File: config.mk
export PLATFORM = sky130hd
export DESIGN_NAME = ysyx_24100006_ifu
export DESIGN_NICKNAME = d
export VERILOG_FILES = /design/src/rtl/ysyx_24100006_ifu_pkg.sv /design/src/rtl/ysyx_24100006_perf_cnt.sv /design/src/rtl/ysyx_24100006_ifu.sv
export SDC_FILE = /design/constraint.sdc
export NUM_CORES = 1
export LEC_CHECK = 0
export BUFFER_PORTS_ARGS = -buffer_cell sky130_fd_sc_hd__buf_4
export CAP_MARGIN = 5
export CORE_UTILIZATION = 35
export CTS_BUF_LIST = sky130_fd_sc_hd__clkbuf_16
export DETAILED_ROUTE_END_ITERATION = 8
export HOLD_SLACK_MARGIN = 0.05
export PLACE_DENSITY = 0.72
export SYNTH_ARGS = -nofsm -noshare
export SYNTH_HDL_FRONTEND = slang
export SYNTH_SLANG_ARGS = --single-unit
File: constraint.sdc
create_clock -name clk -period 3.45 [get_ports clk]
set_input_delay 0 -clock clk [delete_from_list [all_inputs] [get_ports clk]]
set_output_delay 0 -clock clk [all_outputs]
set_load 0.05 [all_outputs]
File: src/rtl/ysyx_24100006_ifu_pkg.sv
`default_nettype none
// ============================================================================
// Module   : ysyx_24100006_ifu_pkg
// Brief    : Shared types and constants for the instruction fetch unit.
// Revision : 1.0
// ============================================================================
package ysyx_24100006_ifu_pkg;

    localparam int XLEN = 32;

    localparam logic [XLEN-1:0] RESET_PC_DEFAULT = 32'h8000_0000;
    localparam logic [XLEN-1:0] PC_STEP_DEFAULT  = 32'd4;

    typedef enum logic [1:0] {
        S_REQ  = 2'd0,
        S_WAIT = 2'd1,
        S_HOLD = 2'd2
    } ifuState_e;

endpackage
`default_nettype wire

File: src/rtl/ysyx_24100006_perf_cnt.sv
`default_nettype none
// ============================================================================
// Module   : ysyx_24100006_perf_cnt
// Brief    : Free-running wrap-around event counter with enable and sync reset.
// Revision : 1.0
// ============================================================================
module ysyx_24100006_perf_cnt
    import ysyx_24100006_ifu_pkg::*;
#(
    parameter int WIDTH = XLEN
) (
    input  logic             clk,
    input  logic             reset,
    input  logic             en,
    output logic [WIDTH-1:0] count
);

    logic [WIDTH-1:0] r_count;

    always_ff @(posedge clk) begin
        if (reset) begin
            r_count <= '0;
        end else if (en) begin
            r_count <= r_count + WIDTH'(1);
        end
    end

    assign count = r_count;

endmodule
`default_nettype wire

File: src/rtl/ysyx_24100006_ifu.sv
`default_nettype none
// ============================================================================
// Module   : ysyx_24100006_ifu
// Brief    : Instruction fetch unit; one outstanding imem request, registered
//            instruction handoff to ID, redirect support.
//            Optional counters enabled by YSYX_24100006_IFU_PERF_EN.
// Revision : 1.0
// ============================================================================
module ysyx_24100006_ifu
    import ysyx_24100006_ifu_pkg::*;
#(
    parameter logic [XLEN-1:0] RESET_PC = RESET_PC_DEFAULT,
    parameter logic [XLEN-1:0] PC_STEP  = PC_STEP_DEFAULT
) (
    input  logic            clk,
    input  logic            reset,
    input  logic            redirect_valid,
    input  logic [XLEN-1:0] redirect_pc,
    output logic            imem_req_valid,
    input  logic            imem_req_ready,
    output logic [XLEN-1:0] imem_req_addr,
    input  logic            imem_resp_valid,
    input  logic [XLEN-1:0] imem_resp_data,
    input  logic            imem_resp_err,
    output logic            if_valid,
    input  logic            if_ready,
    output logic [XLEN-1:0] if_inst,
    output logic [XLEN-1:0] if_pc,
`ifdef YSYX_24100006_IFU_PERF_EN
    output logic [XLEN-1:0] perf_fetch_cnt,
    output logic [XLEN-1:0] perf_stall_cnt,
`endif
    output logic            if_fault
);

    ifuState_e       r_state;
    logic [XLEN-1:0] r_pc;
    logic [XLEN-1:0] r_inst;
    logic [XLEN-1:0] r_instPc;
    logic            r_drop;
    logic            r_valid;
    logic            r_fault;

    logic            w_reqFire;
    logic            w_ifFire;

    assign imem_req_valid = (r_state == S_REQ) && !reset;
    assign imem_req_addr  = r_pc;
    assign w_reqFire      = imem_req_valid && imem_req_ready;
    assign w_ifFire       = r_valid && if_ready;

    assign if_valid = r_valid;
    assign if_inst  = r_inst;
    assign if_pc    = r_instPc;
    assign if_fault = r_fault;

    always_ff @(posedge clk) begin
        if (reset) begin
            r_state  <= S_REQ;
            r_pc     <= RESET_PC;
            // A request left in flight by the reset must not be mistaken for ours.
            r_drop   <= (r_state == S_WAIT);
            r_valid  <= 1'b0;
            r_inst   <= '0;
            r_instPc <= RESET_PC;
            r_fault  <= 1'b0;
        end else begin
            unique case (r_state)
                S_REQ: begin
                    if (redirect_valid) begin
                        r_pc <= redirect_pc;
                    end
                    if (w_reqFire) begin
                        r_state <= S_WAIT;
                        if (redirect_valid) begin
                            r_drop <= 1'b1;
                        end
                    end
                end
                S_WAIT: begin
                    if (redirect_valid) begin
                        r_pc <= redirect_pc;
                        if (imem_resp_valid) begin
                            r_drop  <= 1'b0;
                            r_state <= S_REQ;
                        end else begin
                            r_drop <= 1'b1;
                        end
                    end else if (imem_resp_valid) begin
                        if (r_drop) begin
                            r_drop  <= 1'b0;
                            r_state <= S_REQ;
                        end else begin
                            r_inst   <= imem_resp_data;
                            r_instPc <= r_pc;
                            r_fault  <= imem_resp_err;
                            r_valid  <= 1'b1;
                            r_state  <= S_HOLD;
                        end
                    end
                end
                S_HOLD: begin
                    // A redirect wins over the handshake: ID flushes on the same redirect.
                    if (redirect_valid) begin
                        r_valid <= 1'b0;
                        r_pc    <= redirect_pc;
                        r_state <= S_REQ;
                    end else if (w_ifFire) begin
                        r_valid <= 1'b0;
                        r_pc    <= r_pc + PC_STEP;
                        r_state <= S_REQ;
                    end
                end
                default: begin
                    r_state <= S_REQ;
                end
            endcase
        end
    end

`ifdef YSYX_24100006_IFU_PERF_EN
    logic w_stallEn;

    assign w_stallEn = (r_state == S_WAIT) || ((r_state == S_HOLD) && !if_ready);

    ysyx_24100006_perf_cnt #(
        .WIDTH (XLEN)
    ) u_fetchCnt (
        .clk   (clk),
        .reset (reset),
        .en    (w_ifFire),
        .count (perf_fetch_cnt)
    );

    ysyx_24100006_perf_cnt #(
        .WIDTH (XLEN)
    ) u_stallCnt (
        .clk   (clk),
        .reset (reset),
        .en    (w_stallEn),
        .count (perf_stall_cnt)
    );
`endif

endmodule
`default_nettype wire

==> results of run 1 <==
-- routing by layer --
metal	vias up	wire length, µm	GRT usage (%)
met2	187	7060	35.2
met4	0	253	6.50
met5	-	0	0
met1	2341	6630	28.5
met3	21	1050	6.75
li1	2528	-	-
-- power by group through the flow --
stage	Sequential (W)	Clock [W]	Combinational [W]
2_1_floorplan	0.00137	0	0.000116
3_5_place_dp	0.00128	0	0.000364
5_1_grt	0.00127	0.00124	0.000453
6_report	0.00126	0.00116	0.000426
4_1_cts	0.00126	0.00120	0.000425
3_3_place_gp	0.00128	0	0.000362
-- Yosys cell counts (2+ instances only) --
library cell / n
o21ai_0: 20
o31ai_1: 2
a311oi_1: 2
a211oi_1: 3
nor4_1: 7
clkbuf_1: 33
o32ai_1: 2
nor2_1: 25
o2bb2ai_1: 2
a21oi_1: 97
mux2i_1: 5
a211o_1: 2
nor3_1: 16
and2_0: 3
buf_1: 6
o31a_1: 2
a22oi_1: 7
nand4_1: 12
nand2b_1: 4
or4_1: 3
and4_1: 3
o22ai_1: 2
o211ai_1: 4
dfxtp_1: 100
a22o_1: 2
inv_1: 4
nand2_1: 173
a21o_1: 3
buf_2: 5
and3_1: 11
nor2b_1: 2
nand3_1: 17
or3_1: 3
a31oi_1: 3
-- metrics by stage --
stage                     std cells  hold slack, ns  util [%]  worst slack (ns)
after floorplan                 605           0.126         -              1.02
after global placement          909           0.232      46.9              1.20
after detailed placement        909           0.248      46.9              1.18
after CTS                       990          0.0535      54.8              1.15
after global routing            990          0.0658      54.8             0.942
final                           990          0.0678      54.8              1.13
-- flip-flops by register name, summed over array words and instances (netlist names) --
register,count
if_inst,32
if_pc,32
imem_req_addr,32
r_state,2
if_fault,1
if_valid,1
r_drop,1
-- kinds of logic after synthesis --
logic type	count (synthesis)	synth area share, %
AOI/OAI and AO/OA	157	19.8
adders and majority gates	1	0.275
buffers and inverters	48	4.10
DFF	101	44.7
muxes	5	1.10
and+or+nand+nor	293	30.0
-- final cells by class --
class | count | area (µm²)
Clock buffer | 9 | 225
Clock inverter | 7 | 115
Fill cell | 1220 | 5710
Inverter | 4 | 15.0
Multi-Input combinational cell | 456 | 2340
Sequential cell | 101 | 2030
Tap cell | 172 | 215
Timing Repair Buffer | 241 | 1970
-- critical path: cells and delay by family (launching register included) --
| family | cells | cell delay, ns |
|---|---|---|
| DFF | 1 | 0.48 |
| AOI/OAI and AO/OA | 1 | 0.10 |
| and+or+nand+nor | 4 | 1.37 |
| adders and majority gates | 1 | 0.29 |
-- worst paths after layout --
check,endpoint
worst min register to register,if_inst[21]$_SDFFE_PP0P_
worst max register to register,imem_req_addr[26]$_SDFFE_PP0P_
worst max-delay path,imem_req_addr[26]$_SDFFE_PP0P_
worst min-delay path,imem_req_addr[26]$_SDFFE_PP0P_
==> impl_metrics.yaml, run 1 <==
run_status:
  status: "completed"
place:
  dpl_cell_area_mm2: 0.00592
  place.gp.congestion: 0.803
  hpwl_mm: 9.47
  io_buffers: 169
logic_synthesis:
  synth-seq-cells: 101
  netlist_area_mm2: 0.00454
  yosysUniqueCellTypes: 54
  yosys.area.top_type: "dfxtp_1"
  avgSynthCellArea_um2: 7.51
  async_flop_share_pct: 0
  syn_inst: 605
  synth.area.top_cells: "dfxtp_1 44%, nand2_1 14%, a21oi_1 11%"
  ys.flop_type: "dfxtp_1"
  synth-edff-count: 1
  yosysTopAreaCellShare_pct: 44.1
  yosys_warnings: 0
  seq_area_frac_synth_pct: 44.7
  syn_nets: 677
setup_path:
  worstPathCellList: "ha_1 -> nand3_4 -> nor4_4 -> nand2_4 -> or4_1 -> o211ai_1"
  worst_setup_path_end_kind: "flip-flop"
  rr_worst_depth: 6
  crit_slowest_cell: "nor4_4"
  r2r_start: "imem_req_addr[2]$_SDFFE_PP0P_"
  crit_type: "flip-flop to flip-flop"
  worst-endpoint-required_ns: 3.73
  cp-startpoint: "imem_req_addr[2]$_SDFFE_PP0P_"
  cp_max_fo: 9
  crit_path_start_kind: "flip-flop"
  r2r_slack_ns: 1.13
  max_stage_delay_ns: 0.63
  critical_path_arrival_ns: 2.60
clock_network:
  clk_pin_slew_ns: 0.07
  cts-root-buf: "clkbuf_16"
  cts_resized: 0
  cts_hold_buffers: 65
  insertion_delay_ns: 0.35
  cts_buffers: 9
  htreeDepth: 3
  cts_buffer_depth: 2
  clock-sinks: 101
  cts_tree: "done"
  postCtsSetupBuffers: 0
grt:
  grt_max_degree: 57
  grt_pass1_vias: 4436
  grt_first_pass_wirelength_mm: 22.9
  antenna_found_initial: 0
  grt_overflow: 0
  grt_util_all_layers_pct: 22.0
drt:
  ant_nets: 0
  vias: 5077
  viasPerCell: 5.13
  first_pass_iters: 5
  routed_wl_mm: 15.0
  drc: 0
  wl_per_cell_um: 15.2
  drt_iter0_drc: 395
floorplanning:
  fp.dieH_um: 116
  io_pins: 170
  die_x_um: 116
  dieArea_mm2: 0.0134
  fp-row-count: 41
  core_mm2: 0.0126
  initial_core_util_pct: 36.0
timing:
  tightestPinTransition_ns: 0.937
  post-route-min-period_ns: 2.32
  finClkSkew_ns: 0.00439
  rsz0062_at_grt: "no"
  period_share_pct: 67.2
  maxSlewViolCount: 0
  hold_viol: 0
  setup_violations: 0
  maxSlewHeadroom_pct: 37.6
  setup_tns_ns: 0
  timing.fmax_mhz: 432
finish:
  final_common_cell: "buf_4"
  area_delta_synth_final_pct: 52.1
  drive_gt1_share_pct: 24.8
  most-common-layout-cells: "176 x buf_4, 173 x nand2_1, 100 x dfxtp_1, 96 x a21oi_1, 65 x dlygate4sd3_1"
  stdcell_area_mm2: 0.00691
  fin_nets: 885
  diodes: 0
hold_path:
  hold_path.class: "input port to flip-flop"
  hold_depth: 4
  hold_path_startpoint: "redirect_pc[26]"
power_and_ir_drop:
  power.switching_w: 0.000757
  power_leakage_nw: 2.84
  pwr-share-seq_pct: 44.2
  comb_power_share_pct: 15.0
  intPower_w: 0.00209
  ir_worst_vdd_mv: 0.344
  totalPowerFinal_w: 0.00285
  switching_share_pct: 26.6
  power.share.clock_pct: 40.8
  powerDensity_mw_per_mm2: 412
run:
  timing.max_cap.violations: 0
No activity file was read; power rests on OpenSTA's default activity.
==> run 2: changes to the inputs <==
--- a/config.mk
+++ b/config.mk
@@ -5,13 +5,14 @@
 export SDC_FILE = /design/constraint.sdc
 export NUM_CORES = 1
 export LEC_CHECK = 0
+export ABC_AREA = 1
 export BUFFER_PORTS_ARGS = -buffer_cell sky130_fd_sc_hd__buf_4
 export CAP_MARGIN = 5
 export CORE_UTILIZATION = 35
 export CTS_BUF_LIST = sky130_fd_sc_hd__clkbuf_16
 export DETAILED_ROUTE_END_ITERATION = 8
 export HOLD_SLACK_MARGIN = 0.05
-export PLACE_DENSITY = 0.72
+export PLACE_DENSITY = 0.74
 export SYNTH_ARGS = -nofsm -noshare
 export SYNTH_HDL_FRONTEND = slang
 export SYNTH_SLANG_ARGS = --single-unit
==> constraint.sdc (replaced) <==
create_clock -name clk -period 2.1 [get_ports clk]
set_input_delay 0 -clock clk [delete_from_list [all_inputs] [get_ports clk]]
set_output_delay 0 -clock clk [all_outputs]
set_load 0.05 [all_outputs]
==> run 2 against run 1 <==
Compared with the run above: register-to-register slack lost 0.93 ns; synthesized cell count up 18%; clock skew grew 0.0026 ns; sequential share of layout area decreased by 1.2 points; hold slack got worse by 0.0076 ns; critical path type unchanged.
==> impl_metrics.yaml, run 2 <==
finish:
  area_delta_synth_final_pct: 47.2
  regArea_mm2: 0.00203
  multi_input_area_mm2: 0.00244
  fin_nets: 1002
  final_common_cell: "buf_4"
  num-fill-cells: 1295
  diodes: 0
  drive_gt1_share_pct: 27.4
  most-common-layout-cells: "176 x buf_4, 142 x nor2_1, 136 x nand2_1, 100 x dfxtp_1, 85 x o21ai_0"
  fin_cells: 1111
power_and_ir_drop:
  power.switching_w: 0.00135
  pwr-share-seq_pct: 44.9
  powerDensity_mw_per_mm2: 638
  ir_worst_vdd_mv: 0.338
  switching_share_pct: 29.4
  power_leakage_nw: 3.21
  comb_power_share_pct: 17.5
  power.share.clock_pct: 37.6
  intPower_w: 0.00325
drt:
  drc: 0
  vias: 5394
  wl_per_cell_um: 14.2
  drt_iter0_drc: 464
  routed_wl_mm: 15.8
  first_pass_iters: 5
  ant_nets: 0
  viasPerCell: 4.86
timing:
  timing.fmax_mhz: 526
  setup_violations: 0
  maxSlewHeadroom_pct: 40.5
  hold_viol: 0
  tightestPinTransition_ns: 0.891
  finClkSkew_ns: 0.00697
  setup_tns_ns: 0
  maxSlewViolCount: 0
  post-route-min-period_ns: 1.90
  rsz0062_at_grt: "no"
  period_share_pct: 90.6
hold_path:
  hold_depth: 4
  hold_path.class: "input port to flip-flop"
setup_path:
  worst-endpoint-required_ns: 2.35
  cp_max_fo: 6
  crit_slowest_cell: "dfxtp_1"
  crit_buf_inv: 0
  cp.depth: 10
  max_stage_delay_ns: 0.46
  worstPathCellList: "ha_1 -> nand2_1 -> nor2_2 -> nand2_2 -> nor2_4 -> nand3_1 -> a21oi_1 -> nand2_1 -> nand2_1 -> nor2_1"
  worst_setup_path_end_kind: "flip-flop"
  crit_family: "simple AND/OR/NAND/NOR gates"
  rr_worst_depth: 10
  crit_type: "flip-flop to flip-flop"
  critical_path_arrival_ns: 2.15
  crit_path_start_kind: "flip-flop"
  cpMostUsedCell: "nand2_1"
grt:
  grt_overflow: 0
  grt_max_degree: 84
  grt_util_all_layers_pct: 21.9
  grt_pass1_vias: 5051
  grt_first_pass_wirelength_mm: 25.1
  antenna_found_initial: 0
logic_synthesis:
  seq_area_frac_synth_pct: 41.5
  synth.area.top_cells: "dfxtp_1 41%, nor2_1 11%, nand2_1 10%"
  syn_nets: 785
  avgSynthCellArea_um2: 6.87
  netlist_area_mm2: 0.00490
  ys.flop_type: "dfxtp_1"
  yosysUniqueCellTypes: 32
  async_flop_share_pct: 0
  yosys_warnings: 0
  yosysMostFrequentCell: "nor2_1"
  syn_inst: 713
  yosys.area.top_type: "dfxtp_1"
  yosysTopAreaCellShare_pct: 40.9
  synth-edff-count: 1
  synth-seq-cells: 101
  synth_common_cells: "142 x nor2_1, 136 x nand2_1, 100 x dfxtp_1, 85 x o21ai_0, 50 x inv_1"
run:
  timing.max_cap.violations: 0
place:
  placed_cells: 1030
  place.gp.congestion: 0.858
  io_buffers: 169
  hpwl_mm: 10.7
clock_network:
  cts_tree: "done"
  clk_pin_slew_ns: 0.07
  cts_hold_buffers: 65
  cts_buffer_depth: 2
  htreeDepth: 3
  cts_buffers: 9
  clock-sinks: 101
  cts_resized: 0
  cts-root-buf: "clkbuf_16"
  insertion_delay_ns: 0.36
  postCtsSetupBuffers: 0
run_status:
  status: "completed"
floorplanning:
  core_mm2: 0.0135
  initial_core_util_pct: 36.4
  dieArea_mm2: 0.0145
  io_pins: 170
  die_x_um: 120
  fp-row-count: 42
  fp.dieH_um: 120
-- run 2: power by group through the flow --
| stage | clock (W) | sequential (W) | combinational (W) |
|---|---|---|---|
| after floorplan | 0 | 0.00230 | 0.000234 |
| after global placement | 0 | 0.00211 | 0.000695 |
| after detailed placement | 0 | 0.00211 | 0.000701 |
| after CTS | 0.00176 | 0.00206 | 0.000799 |
| after global routing | 0.00185 | 0.00208 | 0.000859 |
| final | 0.00173 | 0.00207 | 0.000803 |
-- run 2: routing by layer --
layer	routed length, µm	part of all wire [%]	vias to the layer above	global-route usage [%]
met3	1150	7.3	18	4.91
met2	7280	46	193	35.2
met5	0	0	-	0
met4	265	1.7	0	7.25
met1	7050	45	2457	29.1
li1	-	-	2726	-
-- run 2: final timing paths --
path	start	endpoint	slack, ns
setup / recovery	imem_req_addr[3]$_SDFFE_PP0P_	imem_req_addr[20]$_SDFFE_PP0P_	0.20
hold / removal	redirect_pc[17]	imem_req_addr[17]$_SDFFE_PP0P_	0.06
hold reg to reg	if_pc[31]$_SDFFE_PP1P_	if_pc[31]$_SDFFE_PP1P_	0.48
setup reg to reg	imem_req_addr[3]$_SDFFE_PP0P_	imem_req_addr[20]$_SDFFE_PP0P_	0.20
-- run 2: stage by stage --
| step | total power [W] | cell area (µm²) | setup slack, ns | hold slack (ns) | utilization [%] |
|---|---|---|---|---|---|
| after floorplan | 0.00253 | 4900 | 0.194 | 0.135 | - |
| after global placement | 0.00280 | 6260 | 0.251 | 0.221 | 46.5 |
| after detailed placement | 0.00281 | 6260 | 0.250 | 0.226 | 46.5 |
| after CTS | 0.00462 | 7210 | 0.219 | 0.0517 | 53.6 |
| after global routing | 0.00478 | 7210 | 0.0463 | 0.0887 | 53.6 |
| final | 0.00460 | 7210 | 0.198 | 0.0602 | 53.6 |
-- run 2: worst register-to-register path, stage by stage (launching register included) --
cell     delay [ns]
dfxtp_1        0.46
ha_1           0.21
nand2_1        0.08
nor2_2         0.21
nand2_2        0.19
nor2_4         0.18
nand3_1        0.11
a21oi_1        0.18
nand2_1        0.08
nand2_1        0.06
nor2_1         0.05
-- run 2: logic make-up after synthesis --
kind of cell / after synthesis / share of synthesized area (%)
adders and majority gates: 1 / 0.256
and+or+nand+nor: 367 / 31.8
buffers and inverters: 90 / 8.77
AOI/OAI and AO/OA: 152 / 17.3
xor gates and xnor gates: 2 / 0.358
DFF: 101 / 41.5
-- run 2: cell type report --
class | instances | area share (%)
multi-input combinational | 522 | 33.9
inverter | 53 | 2.83
clock inverter | 7 | 1.02
tap | 176 | 3.06
sequential | 101 | 28.2
clock buffer | 9 | 3.12
timing repair buffer | 243 | 27.9
==> run 3: changes to the inputs <==
--- a/config.mk
+++ b/config.mk
@@ -11,8 +11,10 @@
 export CORE_UTILIZATION = 35
 export CTS_BUF_LIST = sky130_fd_sc_hd__clkbuf_16
 export DETAILED_ROUTE_END_ITERATION = 8
+export GPL_TIMING_DRIVEN = 1
 export HOLD_SLACK_MARGIN = 0.05
 export PLACE_DENSITY = 0.74
+export RECOVER_POWER = 100
 export SYNTH_ARGS = -nofsm -noshare
 export SYNTH_HDL_FRONTEND = slang
 export SYNTH_SLANG_ARGS = --single-unit
==> constraint.sdc (replaced) <==
create_clock -name clk -period 2.1 [get_ports clk]
set_input_delay 0.42 -clock clk [delete_from_list [all_inputs] [get_ports clk]]
set_output_delay 0.42 -clock clk [all_outputs]
set_load 0.05 [all_outputs]
==> run 3 against run 2 <==
Compared with the run above: count of clock-buffer cells in the layout is the same; fmax rose by 1.2%; die area unchanged; largest cell class unchanged; clock power is 3% lower.
==> impl_metrics.yaml, run 3 (synthesis gave the netlist of run 2 again) <==
run_status:
  status: "completed"
floorplanning:
  core_mm2: 0.0135
  io_pins: 170
  dieArea_mm2: 0.0145
  die_x_um: 120
  fp.dieH_um: 120
  fp-row-count: 42
  initial_core_util_pct: 36.4
power_and_ir_drop:
  ir_worst_vdd_mv: 0.341
  pwr-share-seq_pct: 47.0
  comb_power_share_pct: 14.9
  switching_share_pct: 31.0
  power.switching_w: 0.00136
  power_leakage_nw: 2.55
  powerDensity_mw_per_mm2: 708
  power.share.clock_pct: 38.1
  intPower_w: 0.00302
drt:
  drc: 0
  vias: 5068
  drt_iter0_drc: 441
  ant_nets: 0
  wl_per_cell_um: 14.0
  viasPerCell: 4.83
  first_pass_iters: 5
  routed_wl_mm: 14.7
setup_path:
  worst_setup_path_end_kind: "flip-flop"
  crit_buf_inv: 0
  max_stage_delay_ns: 0.47
  worstPathCellList: "ha_1 -> nand2_1 -> nor2_2 -> nand2_2 -> nor2_4 -> nand3_1 -> a21oi_1 -> nand2_1 -> nand2_1 -> nor2_1"
  worst-endpoint-required_ns: 2.36
  crit_type: "flip-flop to flip-flop"
  crit_slowest_cell: "dfxtp_1"
  crit_family: "simple AND/OR/NAND/NOR gates"
  cp_max_fo: 6
  critical_path_arrival_ns: 2.14
  crit_path_start_kind: "flip-flop"
  cpMostUsedCell: "nand2_1"
finish:
  num-fill-cells: 1484
  area_delta_synth_final_pct: 26.3
  diodes: 0
  multi_input_area_mm2: 0.00241
  fin_nets: 941
  fin_cells: 1050
  regArea_mm2: 0.00203
  most-common-layout-cells: "144 x nor2_1, 136 x nand2_1, 100 x dfxtp_1, 98 x clkbuf_1, 89 x o21ai_0"
  final_common_cell: "nor2_1"
  drive_gt1_share_pct: 17.6
clock_network:
  cts_tree: "done"
  clock-sinks: 101
  cts_resized: 0
  cts_buffers: 9
  insertion_delay_ns: 0.36
  cts_buffer_depth: 2
  htreeDepth: 3
  cts-root-buf: "clkbuf_16"
  cts_hold_buffers: 0
  clk_pin_slew_ns: 0.08
  postCtsSetupBuffers: 0
place:
  hpwl_mm: 10.6
  placed_cells: 1034
  place.gp.congestion: 0.895
  io_buffers: 169
grt:
  grt_util_all_layers_pct: 20.2
  grt_busiest_layer: "met2"
  antenna_found_initial: 0
  grt_max_degree: 72
  grtUsageMet1_pct: 27.6
  grtUsageMet2_pct: 30.5
  grt_first_pass_wirelength_mm: 22.9
  grt_pass1_vias: 4538
  grtUsageMet3_pct: 5.80
  grt_overflow: 0
timing:
  maxSlewHeadroom_pct: 42.9
  rsz0062_at_grt: "no"
  post-route-min-period_ns: 1.88
  setup_violations: 0
  period_share_pct: 89.5
  setup_tns_ns: 0
  maxSlewViolCount: 0
  hold_viol: 0
  tightestPinTransition_ns: 0.855
  finClkSkew_ns: 0.00920
  timing.fmax_mhz: 532
hold_path:
  hold_path.class: "input port to flip-flop"
run:
  timing.max_cap.violations: 0
[run 3: cell types whose count changed in the layout (fill, tap and decap cells not counted), sizes merged]
cell	previous run	this run
dlygate4sd3	65	0
buf	178	81
bufinv	1	0
clkbuf	9	110
inv	54	56
clkinv	4	3
[run 3: layout make-up]
class	count	share of cell area [%]
repair buffers	182	16.6
multi-input cells	522	38.9
flip-flops and latches	101	32.9
clock inverters	7	1.09
clock buffers	9	3.64
well taps	176	3.56
inverters	53	3.30
[run 3: layer usage]
layer	wire length, µm	up-vias
li1	-	2606
met1	6880	2287
met2	6500	156
met3	1040	19
met4	231	0
met5	0	-
[run 3: power groups by stage]
stage                     combinational [W]  clock (W)  sequential (W)
after floorplan                    0.000234          0         0.00230
after global placement             0.000707          0         0.00210
after detailed placement           0.000714          0         0.00210
after CTS                          0.000715    0.00171         0.00206
after global routing               0.000703    0.00178         0.00207
final                              0.000653    0.00167         0.00206
[run 3: worst reg2reg max path, stage by stage (launching register included)]
cell     delay (ns)
dfxtp_1        0.47
ha_1           0.22
nand2_1        0.08
nor2_2         0.20
nand2_2        0.18
nor2_4         0.16
nand3_1        0.12
a21oi_1        0.19
nand2_1        0.07
nand2_1        0.06
nor2_1         0.04
[run 3: worst paths after layout]
kind / cells past startpoint / from / slack (ns) / end
hold reg to reg: 2 / if_valid$_SDFFE_PP0P_ / 0.49 / if_valid$_SDFFE_PP0P_
hold / removal: 3 / imem_resp_data[17] / 0.28 / if_inst[17]$_SDFFE_PP0P_
setup / recovery: 10 / imem_req_addr[3]$_SDFFE_PP0P_ / 0.22 / imem_req_addr[20]$_SDFFE_PP0P_
setup reg to reg: 10 / imem_req_addr[3]$_SDFFE_PP0P_ / 0.22 / imem_req_addr[20]$_SDFFE_PP0P_
[run 3: metrics by stage]
stage	worst slack (ns)	util, %	area, µm²	hold WS, ns	power, W
6_report	0.221	46.0	6180	0.277	0.00438
5_1_grt	0.0378	46.0	6180	0.277	0.00455
4_1_cts	0.247	49.0	6590	0.270	0.00448
3_5_place_dp	0.261	46.8	6300	0.471	0.00282
3_3_place_gp	0.241	46.8	6300	0.482	0.00281
2_1_floorplan	0.194	-	4900	0.555	0.00253
